==> src/rtl/btn_debounce_pkg.sv <==
// Shared definitions for the push-button debouncer: FSM state encoding and
// the default qualification counter width.
package btn_debounce_pkg;

  localparam int unsigned DEFAULT_N = 20;

  typedef enum logic [1:0] {
    S_IDLE  = 2'b00,
    S_PWAIT = 2'b01,
    S_HELD  = 2'b11,
    S_RWAIT = 2'b10
  } state_t;

endpackage

==> src/rtl/btn_debounce_sync_ff.sv <==
// Multi-flop synchroniser for an asynchronous single-bit input; flops clear
// to 0 on reset so a held input is seen as a fresh 0->1 edge afterwards.
module sync_ff #(
  parameter int unsigned SYNC_STAGES = 2
) (
  input  logic clk,
  input  logic n_rst,
  input  logic i_d,
  output logic o_q
);

  logic [SYNC_STAGES-1:0] r_sync;

  always_ff @(posedge clk or negedge n_rst) begin
    if (!n_rst) begin
      r_sync <= '0;
    end else begin
      r_sync <= {r_sync[SYNC_STAGES-2:0], i_d};
    end
  end

  assign o_q = r_sync[SYNC_STAGES-1];

endmodule

==> src/rtl/btn_debounce.sv <==
// Push-button debouncer: synchronised input qualified by a 2^N-cycle
// down-counter FSM, with registered level and one-cycle press/release strobes.
module btn_debounce
  import btn_debounce_pkg::*;
#(
  parameter int unsigned N           = DEFAULT_N,
  parameter int unsigned SYNC_STAGES = 2
) (
  input  logic clk,
  input  logic n_rst,
  input  logic i_btn_in,
  output logic o_level,
  output logic o_press,
  output logic o_release
);

  logic         w_btn_s;
  state_t       r_state, w_state_nxt;
  logic [N-1:0] r_cnt, w_cnt_nxt;
  logic         r_level, r_press, r_release;
  logic         w_level_nxt, w_press_nxt, w_release_nxt;

  sync_ff #(
    .SYNC_STAGES(SYNC_STAGES)
  ) u_sync (
    .clk  (clk),
    .n_rst(n_rst),
    .i_d  (i_btn_in),
    .o_q  (w_btn_s)
  );

  always_ff @(posedge clk or negedge n_rst) begin
    if (!n_rst) begin
      r_state   <= S_IDLE;
      r_cnt     <= '0;
      r_level   <= 1'b0;
      r_press   <= 1'b0;
      r_release <= 1'b0;
    end else begin
      r_state   <= w_state_nxt;
      r_cnt     <= w_cnt_nxt;
      r_level   <= w_level_nxt;
      r_press   <= w_press_nxt;
      r_release <= w_release_nxt;
    end
  end

  // cnt is tested for zero before decrementing, so a wait lasts exactly 2^N
  // cycles and can never wrap.
  always_comb begin
    w_state_nxt   = r_state;
    w_cnt_nxt     = r_cnt;
    w_press_nxt   = 1'b0;
    w_release_nxt = 1'b0;
    case (r_state)
      S_IDLE: begin
        if (w_btn_s) begin
          w_state_nxt = S_PWAIT;
          w_cnt_nxt   = '1;
        end
      end
      S_PWAIT: begin
        if (!w_btn_s) begin
          w_state_nxt = S_IDLE;
        end else if (r_cnt == '0) begin
          w_state_nxt = S_HELD;
          w_press_nxt = 1'b1;
        end else begin
          w_cnt_nxt = r_cnt - N'(1);
        end
      end
      S_HELD: begin
        if (!w_btn_s) begin
          w_state_nxt = S_RWAIT;
          w_cnt_nxt   = '1;
        end
      end
      S_RWAIT: begin
        if (w_btn_s) begin
          w_state_nxt = S_HELD;
        end else if (r_cnt == '0) begin
          w_state_nxt   = S_IDLE;
          w_release_nxt = 1'b1;
        end else begin
          w_cnt_nxt = r_cnt - N'(1);
        end
      end
      default: begin
        w_state_nxt = S_IDLE;
      end
    endcase
    w_level_nxt = (w_state_nxt == S_HELD) || (w_state_nxt == S_RWAIT);
  end

  assign o_level   = r_level;
  assign o_press   = r_press;
  assign o_release = r_release;

endmodule
==> config.mk <==
export PLATFORM = sky130hd
export DESIGN_NAME = btn_debounce
export DESIGN_NICKNAME = d
export VERILOG_FILES = /design/src/rtl/btn_debounce_pkg.sv /design/src/rtl/btn_debounce_sync_ff.sv /design/src/rtl/btn_debounce.sv
export SDC_FILE = /design/constraint.sdc
export NUM_CORES = 1
export LEC_CHECK = 0
export ABC_AREA = 1
export ABC_CLOCK_PERIOD_IN_PS = 3600
export BUFFER_PORTS_ARGS = -buffer_cell sky130_fd_sc_hd__buf_2
export CORE_UTILIZATION = 64
export CTS_BUF_LIST = sky130_fd_sc_hd__clkbuf_8
export CTS_CLUSTER_DIAMETER = 30
export DETAILED_ROUTE_END_ITERATION = 7
export GPL_ROUTABILITY_DRIVEN = 0
export GPL_TIMING_DRIVEN = 0
export PLACE_DENSITY = 0.8
export SYNTH_ARGS = -nofsm -noshare
export SYNTH_HDL_FRONTEND = slang
export SYNTH_SLANG_ARGS = --single-unit
==> constraint.sdc <==
create_clock -name clk -period 3.6 [get_ports clk]
set_input_delay 0.36 -clock clk [delete_from_list [all_inputs] [get_ports clk]]
set_output_delay 0.36 -clock clk [all_outputs]
set_load 0.005 [all_outputs]
==> key figures, run 1 <==
Logic synthesis
  – Syn nets: 253
  – Unique cell type count in the Yosys netlist: 25
  – Post-synthesis average cell area: 7.282 um2
  – Mapped Area: between 1500 and 2000 um2
  – Yosys reg bits: 26
  – Seq/Total Area, Yosys: 36.62%
  – Yosys warnings: 0
  – Cells after Synth: 244

Worst setup path
  – CP Max Fanout: 10
  – Arrival time worst endpoint: 2.15 ns
  – Crit-path cells: inv_1, ha_1, inv_1, nand2_1, nand2_4, buf_6, clkinv_4, nand2_1, nand2_1
  – Worst setup EP type: flop
  – Setup crit start kind: flop
  – Critical path's most frequent cell: nand2_1
  – CP max stage cell: dfrtp_1
  – Max stage delay on crit path: 0.43 ns
  – Critical Path RT: approximately 3.8 ns
  – Critical path type: reg2reg

Layout
  – Area of the multi-input gates: a little under 1000 um2
  – Fin cells: 283
  – Commonest cells after routing, fill and taps aside: nand2_1, inv_1, nor2_1
  – Design area: 1894 um2
  – Most common cell after layout, fill and taps aside: nand2_1
  – Antenna cell count: 0
  – Final #Nets: 263
  – Register area: 650.6 um2
  – Area Growth Syn to Fin: 6.620%
  – Share of layout cells above drive strength 1: 13.83%
  – Fillcell total: a little under 200

Timing
  – Least-Margin Pin Slew: 0.5488 ns
  – Min cycle time layout: between 1.5 and 2 ns
  – Count of pins over their slew limit: 0
  – Final worst-path cycle share: 55.16%
  – Relative slew slack: a little under two thirds
  – Final worst slack: between 1.5 and 2 ns
  – Endpoints failing hold: 0
  – Clk_skew: roughly 0.002 ns
  – Fmax: 503.6 MHz
  – Setup Viol. Count Final: 0
  – Final TNS setup: 0 ns
  – Unrepaired setup endpoints after global routing: false

Floorplan
  – Die W: 54.69 um
  – Die Area: 2991 um2
  – # IOs: 6
  – Die Height: 54.69 um
  – Starting Density: ~70%
  – Site Rows: 18
  – Core ar.: 2545 um2

Route
  – DRT iter0 DRCs: 59
  – Via density per instance: 5.569
  – Drt total wl: about 3.8 mm
  – Routed wire per std cell: 13.56 um
  – Count of nets left with antenna violations after detail routing: 0
  – Vias: around 1,600
  – TritonRoute pass-1 iters: 4
  – Drt drc: 0

Pwr
  – Total Power: around 1.7 mW
  – Reg power frac: 30.8%
  – IR Drop Worst-Case VDD: between 0.7 and 0.8 mV
  – Sw Ratio: 49.79%
  – Combinational power share: 58.4%
  – Clock power frac: around a tenth
  – Internal Pwr Total: 0.8723 mW
  – Net switching power figure: ~0.87 mW
  – Leakage: 0.9578 nW
  – Power Dens Cells: about 920 nW/um2

Global route
  – Pin count of the biggest net entering global routing: 27
  – Vias in the first global route: between 1,500 and 2,000
  – First-pass GRT wire length: 6.403 mm
  – Total track usage: a little under a third
  – Initial antenna violation count: 0
  – GRT overflow: 0

Placed design
  – Post-DP HPWL: about 2.9 mm
  – Pre-CTS setup slack: 1.663 ns
  – PortBufs: 5
  – Placed insts: roughly 280
  – Placed cell areas: 1839 um2

Clock tree
  – Clock sinks: 26
  – CTS tree: yes
  – H-Tree Level Count: 1
  – Clock transition at path regs: 0.09 ns
  – Clock Path Buffers: 2
  – Post-CTS setup buffer count: 0
  – Hold-fix buffers at CTS: 0
  – CTS Buf Count: 3
  – Post_cts resized: 0
  – Worst-skew pair later-pin latency: ~0.27 ns
  – Root Driver: clkbuf_8

Flow run
  – Total of max-cap violations: 0

Hold path
  – HP Class: in2async

Run status
  – Status: complete, no violations
-- final timing paths --
| kind | from | endpoint | slack, ns | cells after the start |
|---|---|---|---|---|
| worst min-delay path | n_rst | o_release | 0.06 | 1 |
| worst min register to register | u_sync.r_sync[0] | u_sync.r_sync[1] | 0.36 | 0 |
| worst max register to register | o_level | r_cnt[10] | 1.61 | 9 |
| worst max-delay path | o_level | r_cnt[10] | 1.61 | 9 |
| min in group clk | i_btn_in | u_sync.r_sync[0] | 0.19 | 1 |
| max in group asynchronous | n_rst | r_cnt[6] | 3.17 | 1 |
-- critical path: cells and delay by family, from the launching register on --
kind / cells / cell delay (ns)
and+or+nand+nor: 4 / 0.46
DFF: 1 / 0.43
buffers and inverters: 4 / 0.61
adders and majority gates: 1 / 0.37
-- power groups by stage --
stage,clock network [mW],registers (mW),logic (mW)
after floorplan,0,0.506,0.807
after global placement,0,0.528,0.960
after detailed placement,0,0.538,1.00
after CTS,0.190,0.532,1.01
after global routing,0.200,0.546,1.16
final,0.186,0.536,1.02
-- sequential cells by signal (all words and copies together), names as in the netlist --
name,flops
o_level,1
u_sync.r_sync,2
r_cnt,20
o_release,1
o_press,1
r_state,1
-- cell type report --
class	instances	share of cell area (%)
timing repair buffer	5	1.321
tap	30	1.982
buffer	4	1.982
multi-input combinational	182	50.86
clock buffer	4	2.906
inverter	32	6.605
sequential	26	34.35
-- layer usage --
metal  track usage, %  wire length, um
met4            13.68               71
met2            45.98             1739
met5                0                0
met3            4.444              250
met1            42.39             1776
-- kinds of logic (layout without fill, tap and decap cells) --
| kind of cell | count (synthesis) | in the layout | synth area share, % |
|---|---|---|---|
| compound gates | 24 | 24 | 9.366 |
| buf+inv | 36 | 45 | 9.155 |
| fa+ha+maj | 6 | 6 | 4.225 |
| flops | 26 | 26 | 36.62 |
| xor+xnor | 5 | 5 | 2.465 |
| simple gates | 147 | 147 | 38.17 |
-- cells in the mapped netlist --
cell type,count,share of area [%]
nand2_1,75,16
inv_1,31,6.5
nor2_1,27,5.7
dfrtp_1,26,37
nand3_1,25,7.0
o21ai_1,8,2.3
o21ai_2,8,3.9
ha_1,6,4.2
nand4_1,6,2.1
o21ai_0,5,1.4
xor2_1,5,2.5
nor2_2,4,1.4
buf_6,3,1.9
nand2_4,3,1.9
a21oi_1,2,0.56
and2_2,1,0.42
clkbuf_1,1,0.21
clkinv_4,1,0.49
nand2_2,1,0.35
nand3_4,1,0.99
nor2_4,1,0.63
nor2_8,1,1.1
nor3_1,1,0.28
o31ai_4,1,1.2
or2_2,1,0.35
-- through the flow --
step	utilization, %	hold WS [ns]
finish	74.43	0.06278
global route	74.43	0.1325
CTS	74.43	0.09210
detailed placement	72.27	0.3403
global placement	72.27	0.3365
floorplan	-	0.06441
Note: power is estimated with default switching activity, not from simulation.
==> run 2: changes to the inputs <==
Settings changed: ABC_CLOCK_PERIOD_IN_PS 3600 to 1700, CORE_UTILIZATION 64 to 58, PLACE_DENSITY 0.8 to 0.76.
Clock period 3.6 ns to 1.7 ns, I/O delays scaled along.
==> key figures, run 2 (synthesis results as in run 1) <==
Timing
  – Clk_skew: 0.01500 ns
  – Least-Margin Pin Slew: 0.5704 ns
  – Endpoints failing hold: 0
  – Setup Viol. Count Final: 0
  – Relative slew slack: 61.97%
  – Min cycle time layout: around 1.7 ns
  – Hold WS: 0.3596 ns
  – Fmax: 597.1 MHz
  – Final worst slack: roughly 0.025 ns
  – Final worst-path cycle share: a little over nine tenths
  – Count of pins over their slew limit: 0

Layout
  – Antenna cell count: 0
  – Largest register FFs: 20
  – Reg with most FFs: r_cnt
  – Final #Nets: 278
  – Top Registers: r_cnt: 20 flops, u_sync.r_sync: 2 flops
  – Commonest cells after routing, fill and taps aside: nand2_1, dfrtp_1, inv_1, nor2_1, nand3_1
  – Share of layout cells above drive strength 1: between 20% and 30%
  – Fillcell total: 221
  – Most common cell after layout, fill and taps aside: nand2_1
  – Area Growth Syn to Fin: 18.80%
  – Fin cells: 298

Worst setup path
  – CP Max Fanout: 5
  – Setup crit start kind: flop
  – Arrival time worst endpoint: 1.83 ns
  – Worst setup EP type: flop
  – Critical path's most frequent cell: nand2_1
  – Critical Path RT: 1.85 ns
  – Critical path type: reg2reg
  – Crit-path cells: inv_2, ha_4, o31ai_4, nand2_2, nand2_4, buf_12, clkinv_4, nand2_1, nand2_1
  – Max stage delay on crit path: 0.41 ns
  – CP max stage cell: dfrtp_1

Pwr
  – Combinational power share: between 60% and 70%
  – Net switching power figure: 2.009 mW
  – IR Drop Worst-Case VDD: 1.089 mV
  – Sw Ratio: between 40% and 50%
  – Reg power frac: 27.4%
  – Internal Pwr Total: 2.212 mW
  – Clock power frac: about 8.3%
  – Leakage: 1.032 nW
  – Power Dens Cells: 2000 nW/um2

Global route
  – Met3 usage in global routing: 2.494%
  – Grt met2 use: around two fifths
  – GRT overflow: 0
  – Initial antenna violation count: 0
  – Met1 Track Usage GR: a little under two fifths
  – Total track usage: 25.84%
  – First-pass GRT wire length: ~6.5 mm
  – Pin count of the biggest net entering global routing: 27
  – Vias in the first global route: 1,445
  – GRT Max-Usage Layer: met2

Clock tree
  – Worst-skew pair later-pin latency: around 0.28 ns
  – Clock transition at path regs: roughly 0.080 ns
  – Clock sinks: 26
  – Clock Path Buffers: 2
  – Root Driver: clkbuf_8
  – CTS tree: yes
  – CTS Buf Count: 3
  – H-Tree Level Count: 1

Run status
  – Status: complete, but fails checks
  – Failing checks: design-rule violations

Route
  – TritonRoute pass-1 iters: 6
  – Routed wire per std cell: 13.81 um
  – Vias: between 1,500 and 2,000
  – Drt drc: 2
  – DRT iter0 DRCs: 70
  – Count of nets left with antenna violations after detail routing: 0
  – Drt total wl: 4.114 mm
  – Via density per instance: roughly 5.3

Floorplan
  – Starting Density: 62.80%
  – Die Height: 57.35 um
  – Site Rows: 19
  – Die Area: around 3300 um2
  – # IOs: 6
  – Die W: 57.35 um
  – Core ar.: approximately 2800 um2

Placed design
  – Pre-CTS setup slack: -0.1737 ns
  – PortBufs: 5
  – Post-DP HPWL: 2.768 mm
  – Placed insts: 280

Hold path
  – HP Class: reg2reg

Flow run
  – Total of max-cap violations: 0
==> run 2: worst paths after layout <==
| path | start | end | slack (ns) | depth (start not counted) |
|---|---|---|---|---|
| worst max register to register | r_state[0] | r_cnt[10] | 0.03 | 9 |
| worst min register to register | u_sync.r_sync[0] | u_sync.r_sync[1] | 0.36 | 0 |
| worst max-delay path | r_state[0] | r_cnt[10] | 0.03 | 9 |
| min in group asynchronous | n_rst | r_cnt[15] | 0.41 | 2 |
| max in group asynchronous | n_rst | r_state[0] | 0.90 | 2 |
| worst min-delay path | u_sync.r_sync[0] | u_sync.r_sync[1] | 0.36 | 0 |
==> run 2: layer usage <==
| metal | share of wire, % | vias to the layer above |
|---|---|---|
| li1 | - | 818 |
| met1 | 47 | 738 |
| met2 | 47 | 30 |
| met3 | 4.1 | 7 |
| met4 | 1.2 | 0 |
| met5 | 0 | - |
==> run 2: cell type report <==
type                       instances  area, um2  area share, %
timing repair buffer              20      163.9          7.765
inverter                          32      127.6          6.046
sequential                        26      650.6          30.82
buffer                             4      47.55          2.253
tap                               31      38.79          1.838
clock buffer                       3      41.29          1.956
multi-input combinational        182       1041          49.32
==> run 2: worst max-delay path: cells and delay by family, from the launching register on <==
kind / cells / cell delay, ns
adders and majority gates: 1 / 0.18
buffers and inverters: 3 / 0.28
and+or+nand+nor: 4 / 0.37
AOI/OAI and AO/OA: 1 / 0.32
DFF: 1 / 0.41
==> run 2: per-stage QoR <==
stage	instance area, um2	util, %	power [mW]	setup TNS (ns)
after floorplan	1779	-	2.791	0
after global placement	1843	65.15	3.225	-1.979
after detailed placement	1843	65.15	3.261	-1.985
after CTS	1938	68.51	3.744	-0.002973
after global routing	2111	74.61	4.569	-0.4299
final	2111	74.61	4.221	0
==> run 2: what timing repair did <==
action | CTS | global route
pin swaps | 1 | 5
setup endpoints to repair | 22 | 19
endpoints found under the hold margin | 26 | 1
cloned | 0 | 1
hold buffers | 1 | 1
gates resized for setup | 6 | 22
buffers inserted | 3 | 9
==> run 2: power by group through the flow <==
stage	Sequential, mW	Combinational (mW)	Clock [mW]
global route	1.18	3.00	0.381
finish	1.16	2.71	0.351
global placement	1.13	2.10	0
detailed placement	1.13	2.13	0
floorplan	1.07	1.72	0
CTS	1.12	2.28	0.352
